### config.mk
export PLATFORM = sky130hd
export DESIGN_NAME = maze_walker
export DESIGN_NICKNAME = d
export VERILOG_FILES = /design/src/rtl/maze_walker.sv
export SDC_FILE = /design/constraint.sdc
export NUM_CORES = 1
export LEC_CHECK = 0
export ABC_AREA = 0
export BUFFER_PORTS_ARGS = -buffer_cell sky130_fd_sc_hd__buf_2
export CAP_MARGIN = 40
export CORE_MARGIN = 3
export CORE_UTILIZATION = 51
export CTS_BUF_LIST = sky130_fd_sc_hd__clkbuf_4 sky130_fd_sc_hd__clkbuf_8 sky130_fd_sc_hd__clkbuf_16
export CTS_CLUSTER_SIZE = 28
export DETAILED_ROUTE_END_ITERATION = 10
export GPL_TIMING_DRIVEN = 0
export PLACE_DENSITY = 0.79
export SLEW_MARGIN = 20
export SYNTH_ARGS = -nofsm -noshare
export SYNTH_HDL_FRONTEND = slang
export SYNTH_SLANG_ARGS = --single-unit
### constraint.sdc
create_clock -name i_clk -period 5.3 [get_ports i_clk]
set_input_delay 0.53 -clock i_clk [delete_from_list [all_inputs] [get_ports i_clk]]
set_output_delay 0.53 -clock i_clk [all_outputs]
set_load 0.005 [all_outputs]
### src/rtl/maze_walker.sv
// rtl/maze_walker.sv - depth-first 16x16 maze solver driving the maze memory port
//
// Walks from (0,0) toward (15,15), marking entered cells and keeping the
// route on an internal 256x2 direction stack. Each position change is
// reported on the move_* outputs.
//
// Ports:
//   i_clk          system clock, rising edge
//   i_rst_n        asynchronous active-low reset
//   i_start        one-cycle walk request, accepted only while not busy
//   i_mode         memory read data (0=free, 1=wall/visited), same-cycle
//   o_read         memory read strobe
//   o_write        memory write strobe (commits on next rising clock)
//   o_d_in         memory write data, 1 whenever o_write=1
//   o_x, o_y       memory cell address
//   o_busy         walk in progress
//   o_done, o_fail level result flags, cleared by the next accepted start
//   o_move_valid   one-cycle pulse per position change
//   o_move_dir     0=up(Y+1) 1=right(X+1) 2=left(X-1) 3=down(Y-1)
//   o_move_back    1 = backtrack step
//   o_path_len     current stack depth

module maze_walker (
    input  logic       i_clk,
    input  logic       i_rst_n,
    input  logic       i_start,
    input  logic       i_mode,
    output logic       o_read,
    output logic       o_write,
    output logic       o_d_in,
    output logic [3:0] o_x,
    output logic [3:0] o_y,
    output logic       o_busy,
    output logic       o_done,
    output logic       o_fail,
    output logic       o_move_valid,
    output logic [1:0] o_move_dir,
    output logic       o_move_back,
    output logic [7:0] o_path_len
);

    typedef enum logic [2:0] {
        S_IDLE, S_CHK0, S_MARK, S_PROBE, S_ADVANCE, S_BACK, S_DONE, S_FAIL
    } state_t;

    state_t     r_state, w_state_nxt;
    logic [2:0] r_dir,   w_dir_nxt;     // bit 2 set = all four directions tried
    logic [7:0] r_sp,    w_sp_nxt;
    logic [3:0] r_x,     w_x_nxt;
    logic [3:0] r_y,     w_y_nxt;
    logic       r_busy,  w_busy_nxt;
    logic       r_done,  w_done_nxt;
    logic       r_fail,  w_fail_nxt;
    logic       r_read,  w_read_nxt;    // CHK0 read only; probe reads are decoded
    logic       r_write, w_write_nxt;
    logic       r_mv,    w_mv_nxt;
    logic [1:0] r_md,    w_md_nxt;
    logic       r_mb,    w_mb_nxt;

    logic [1:0] r_stack [0:255];
    logic [1:0] w_top;
    logic [1:0] w_back_dir;
    logic [3:0] w_nx, w_ny;
    logic       w_inb;
    logic       w_probe_rd;

    function automatic logic [3:0] f_step_x(input logic [3:0] x, input logic [1:0] d);
        logic [3:0] v;
        v = x;
        if (d == 2'd1) v = x + 4'd1;
        if (d == 2'd2) v = x - 4'd1;
        return v;
    endfunction

    function automatic logic [3:0] f_step_y(input logic [3:0] y, input logic [1:0] d);
        logic [3:0] v;
        v = y;
        if (d == 2'd0) v = y + 4'd1;
        if (d == 2'd3) v = y - 4'd1;
        return v;
    endfunction

    assign w_top      = r_stack[r_sp - 8'd1];
    // Direction encoding makes the opposite direction the bitwise inverse.
    assign w_back_dir = ~w_top;

    // Neighbour of the current cell in the direction being probed.
    always_comb begin
        w_nx  = f_step_x(r_x, r_dir[1:0]);
        w_ny  = f_step_y(r_y, r_dir[1:0]);
        w_inb = 1'b0;
        case (r_dir[1:0])
            2'd0:    w_inb = (r_y != 4'd15);
            2'd1:    w_inb = (r_x != 4'd15);
            2'd2:    w_inb = (r_x != 4'd0);
            default: w_inb = (r_y != 4'd0);
        endcase
    end

    assign w_probe_rd = (r_state == S_PROBE) && !r_dir[2] && w_inb;

    assign o_read       = r_read | w_probe_rd;
    assign o_write      = r_write;
    assign o_d_in       = r_write;
    assign o_x          = w_probe_rd ? w_nx : r_x;
    assign o_y          = w_probe_rd ? w_ny : r_y;
    assign o_busy       = r_busy;
    assign o_done       = r_done;
    assign o_fail       = r_fail;
    assign o_move_valid = r_mv;
    assign o_move_dir   = r_md;
    assign o_move_back  = r_mb;
    assign o_path_len   = r_sp;

    always_comb begin
        w_state_nxt = r_state;
        w_dir_nxt   = r_dir;
        w_sp_nxt    = r_sp;
        w_x_nxt     = r_x;
        w_y_nxt     = r_y;
        w_busy_nxt  = r_busy;
        w_done_nxt  = r_done;
        w_fail_nxt  = r_fail;
        w_read_nxt  = 1'b0;
        w_write_nxt = 1'b0;
        w_mv_nxt    = 1'b0;
        w_md_nxt    = r_md;
        w_mb_nxt    = r_mb;
        case (r_state)
            S_IDLE, S_DONE, S_FAIL: begin
                if (i_start) begin
                    w_state_nxt = S_CHK0;
                    w_done_nxt  = 1'b0;
                    w_fail_nxt  = 1'b0;
                    w_x_nxt     = 4'd0;
                    w_y_nxt     = 4'd0;
                    w_sp_nxt    = 8'd0;
                    w_busy_nxt  = 1'b1;
                    w_read_nxt  = 1'b1;
                end
            end
            S_CHK0: begin
                if (i_mode) begin
                    w_state_nxt = S_FAIL;
                    w_fail_nxt  = 1'b1;
                    w_busy_nxt  = 1'b0;
                end else begin
                    w_state_nxt = S_MARK;
                    w_write_nxt = 1'b1;
                end
            end
            S_MARK: begin
                if (r_x == 4'd15 && r_y == 4'd15) begin
                    w_state_nxt = S_DONE;
                    w_done_nxt  = 1'b1;
                    w_busy_nxt  = 1'b0;
                end else begin
                    w_state_nxt = S_PROBE;
                    w_dir_nxt   = 3'd0;
                end
            end
            S_PROBE: begin
                if (r_dir[2]) begin
                    if (r_sp == 8'd0) begin
                        w_state_nxt = S_FAIL;
                        w_fail_nxt  = 1'b1;
                        w_busy_nxt  = 1'b0;
                    end else begin
                        w_state_nxt = S_BACK;
                        w_mv_nxt    = 1'b1;
                        w_md_nxt    = w_back_dir;
                        w_mb_nxt    = 1'b1;
                    end
                end else if (w_inb && !i_mode) begin
                    w_state_nxt = S_ADVANCE;
                    w_mv_nxt    = 1'b1;
                    w_md_nxt    = r_dir[1:0];
                    w_mb_nxt    = 1'b0;
                end else begin
                    w_dir_nxt = r_dir + 3'd1;
                end
            end
            S_ADVANCE: begin
                w_sp_nxt    = r_sp + 8'd1;
                w_x_nxt     = w_nx;
                w_y_nxt     = w_ny;
                w_state_nxt = S_MARK;
                w_write_nxt = 1'b1;
            end
            S_BACK: begin
                w_sp_nxt    = r_sp - 8'd1;
                w_x_nxt     = f_step_x(r_x, w_back_dir);
                w_y_nxt     = f_step_y(r_y, w_back_dir);
                // Resume with the direction after the one just undone.
                w_dir_nxt   = {1'b0, w_top} + 3'd1;
                w_state_nxt = S_PROBE;
            end
            default: w_state_nxt = S_IDLE;
        endcase
    end

    always_ff @(posedge i_clk or negedge i_rst_n) begin
        if (!i_rst_n) begin
            r_state <= S_IDLE;
            r_dir   <= 3'd0;
            r_sp    <= 8'd0;
            r_x     <= 4'd0;
            r_y     <= 4'd0;
            r_busy  <= 1'b0;
            r_done  <= 1'b0;
            r_fail  <= 1'b0;
            r_read  <= 1'b0;
            r_write <= 1'b0;
            r_mv    <= 1'b0;
            r_md    <= 2'd0;
            r_mb    <= 1'b0;
        end else begin
            r_state <= w_state_nxt;
            r_dir   <= w_dir_nxt;
            r_sp    <= w_sp_nxt;
            r_x     <= w_x_nxt;
            r_y     <= w_y_nxt;
            r_busy  <= w_busy_nxt;
            r_done  <= w_done_nxt;
            r_fail  <= w_fail_nxt;
            r_read  <= w_read_nxt;
            r_write <= w_write_nxt;
            r_mv    <= w_mv_nxt;
            r_md    <= w_md_nxt;
            r_mb    <= w_mb_nxt;
        end
    end

    // Stack contents need no reset; only entries below sp are ever read.
    always_ff @(posedge i_clk) begin
        if (r_state == S_ADVANCE) begin
            r_stack[r_sp] <= r_dir[1:0];
        end
    end

endmodule
==> out/summary.txt <==
Total Routing Usage GR: 25.7%
Hold Path Class: in2reg
register area: 16,200 um^2
clk slew on worst S/H paths: 70 ps
via count: 15,095
status: finished clean
Cell Area, Placed: 24,800 um^2
Finished Core Util: 59.3%
Worst EP arrival: 5660 ps
Sw Ratio: 38.6%
H-tree Lvls: 2
combinational cell fraction of total power: 44.5%
Buffers on Ports: 29
Area Growth Syn to Fin: 14.6%
DR DRC count: 0
total gr overflow: 0
drt pass-1 iters: 6
worst endpoint required time: 5760 ps
commonest non-fill, non-tap cell in the layout: edfxtp_1
std cell rows: 78
pin count of the biggest net entering global routing: 88
die area: 48,900 um^2
Tightest Pin Transition: 938 ps
Antenna Cells: 0
syn avg cell area: 15.2 um^2
post-synth net total: 1,568
share of layout cells above drive strength 1: 20.9%
asr flop ratio synth: 5.71%
Worst slew margin: 37.5%
#FFs+latches synth: 543
Reg power frac: 31.6%
multi-input logic area: 6930 um^2
fin crit period: 5200 ps
Max VDD drop: 0.494 mV
number of global-route vias before repair: 15,097
P_leak: 8.77 nW
CP max stage cell: dfrtp_2
Startpoint Class: flop
CP top delay family: buffers and inverters
Internal Power: 10.3 mW
initial antenna violation count: 0
Setup CP Type: reg2reg
# Max-Cap Violations: 0
critical path cell sequence: buf_8, buf_12, buf_12, buf_12, buf_8, inv_1, ha_1, buf_4, xnor2_2, buf_4, clkbuf_4, clkbuf_4, nand2_1, nand3_1, nand4_1, nand4_1, o311a_4, and2_1, ha_2, o21bai_2, nor3_1, a21oi_1, o21ai_0
EDFF count, synth: 512
CTS Buf Count: 53
routed wire length: 63.8 mm
CP bufs+invs: 10
most frequent cells in the layout: 512 x edfxtp_1, 293 x nor2_1, 147 x nand2_1
Max Freq: 192 MHz
final setup fails: 0
Distinct cells, synth: 69
Clk pwr share: 23.9%
top_reg_cell synth: edfxtp_1
Starting Density: 51.8%
I/O pin cnt: 30
total power: 16.7 mW
final cell count without fillers: 2,300
Mapped Area: 23,600 um^2
Routed Antenna Nets: 0
CTS Sinks: 543
CP max stage delay: 400 ps
Synth Instances: 1,548
Vias/cell: 6.56
Final Cell Area: 27,000 um^2
Avg WL per Cell: 27.7 um
Yosys warnings: 0
placed insts: 2,197
first-pass GRT wire length: 94.6 mm
Switch Pwr: 6.43 mW
Die W: 221 um
Tcrit/Tclk final: 98.2%
Crit. End Element: flop
Iteration-0 DRC Markers: 2,688
Root Buffer: clkbuf_16
Clock Latency Late Sink: 610 ps
final hold viol count: 0
nets: 1,679
Cell Pwr Density: 617 nW/um^2
Placer Congestion: 0.980
cell repeated most along the worst path: buf_12
Core Box Area: 45,600 um^2
clock skew: 21.3 ps
Max FO, Critical Path: 10
sequential area share after synthesis: 68.5%
Filler Cell Count: 3,260
DPL Wire Length: 41.9 mm
Clock Path Buffers: 3
Final Max Slew Viols: 0
sum of negative setup slack: 0 ps
Chip Height: 221 um
CTS tree: yes
[synth_stat cells (4+ instances only)]
master / count / area (um^2)
buf_4: 15 / 113
nand4_1: 13 / 81.3
buf_6: 6 / 67.6
buf_1: 4 / 15.0
a32oi_1: 15 / 131
mux4_2: 131 / 2950
or3_1: 6 / 37.5
and3_1: 6 / 37.5
buf_2: 13 / 65.1
mux2i_1: 21 / 210
o21ai_0: 32 / 160
edfxtp_1: 512 / 15400
a22o_1: 5 / 43.8
nor2_1: 293 / 1100
ha_1: 16 / 200
clkbuf_1: 71 / 267
xnor2_1: 15 / 131
a311oi_1: 4 / 35.0
nand2b_1: 4 / 25.0
nor2b_1: 12 / 75.1
o31ai_1: 5 / 37.5
nor3_1: 9 / 45.0
inv_1: 20 / 75.1
nand3_1: 47 / 235
dfrtp_1: 31 / 776
a21oi_1: 20 / 100
a31oi_1: 11 / 68.8
nand2_1: 147 / 552
[stage by stage]
stage                     setup WS [ps]  hold WS (ps)
after detailed placement          -1750           526
final                              97.0           264
after global routing              -1.81           276
after CTS                          1.91          12.3
after floorplan                     530           234
after global placement            -1720           519
[flip-flops by register name, summed over array words and instances (netlist names)]
signal        cells
r_stack         512
o_path_len        8
r_x               4
r_y               4
r_dir             3
r_state           3
o_move_dir        2
o_busy            1
o_d_in            1
o_done            1
o_fail            1
o_move_back       1
o_move_valid      1
r_read            1
[layer usage]
metal  share of wire [%]  global-route usage, %  vias to the layer above  wire length [um]
li1                    -                      -                     6133                 -
met1                  35                   34.2                     7458             22100
met2                  47                   41.0                     1237             30100
met3                  13                   5.84                      267              8000
met4                 5.6                   11.4                        0              3560
met5                   0                      0                        -                 0
[repair_timing]
action | in CTS | in global routing
gates resized for setup | 61 | 32
cloned | 0 | 0
pin swaps | 3 | 5
endpoints found under the setup margin | 13 | 9
hold buffers | 0 | 1
endpoints found under the hold margin | 0 | 8
buffers inserted | 2 | 1
[power groups by stage]
stage | combinational, mW | sequential (mW) | clock [mW]
2_1_floorplan | 4.07 | 5.50 | 0
3_3_place_gp | 6.02 | 5.70 | 0
3_5_place_dp | 6.52 | 5.36 | 0
4_1_cts | 6.89 | 5.27 | 3.98
5_1_grt | 7.75 | 5.29 | 4.15
6_report | 7.43 | 5.27 | 3.98
[layout make-up]
type | instances | share of cell area [%]
Buffer | 108 | 2.73
Clock buffer | 65 | 5.37
Clock inverter | 31 | 1.40
Inverter | 20 | 0.278
Multi-Input combinational cell | 876 | 25.6
Sequential cell | 543 | 59.7
Tap cell | 600 | 2.78
Timing Repair Buffer | 57 | 2.07
[cell families after synthesis]
family	synth area share, %
AND/OR/NAND/NOR	9.90
adder cells (fa/ha/maj)	0.849
multiplexers	13.4
buffers and inverters	2.55
XOR/XNOR	0.769
AO/OA/AOI/OAI	4.03
flip-flops	68.5
[final timing paths]
| path | startpoint | to | slack [ps] | cells after the start |
|---|---|---|---|---|
| setup reg to reg | o_path_len[0] | r_x[0] | 100 | 23 |
| max in group asynchronous | i_rst_n | o_path_len[0] | 4560 | 3 |
| hold reg to reg | o_busy | o_busy | 540 | 2 |
| setup / recovery | o_path_len[0] | r_x[0] | 100 | 23 |
| hold / removal | i_mode | r_state[2] | 260 | 2 |
| min in group asynchronous | i_rst_n | r_y[1] | 310 | 2 |
Note: power is estimated with default switching activity, not from simulation.
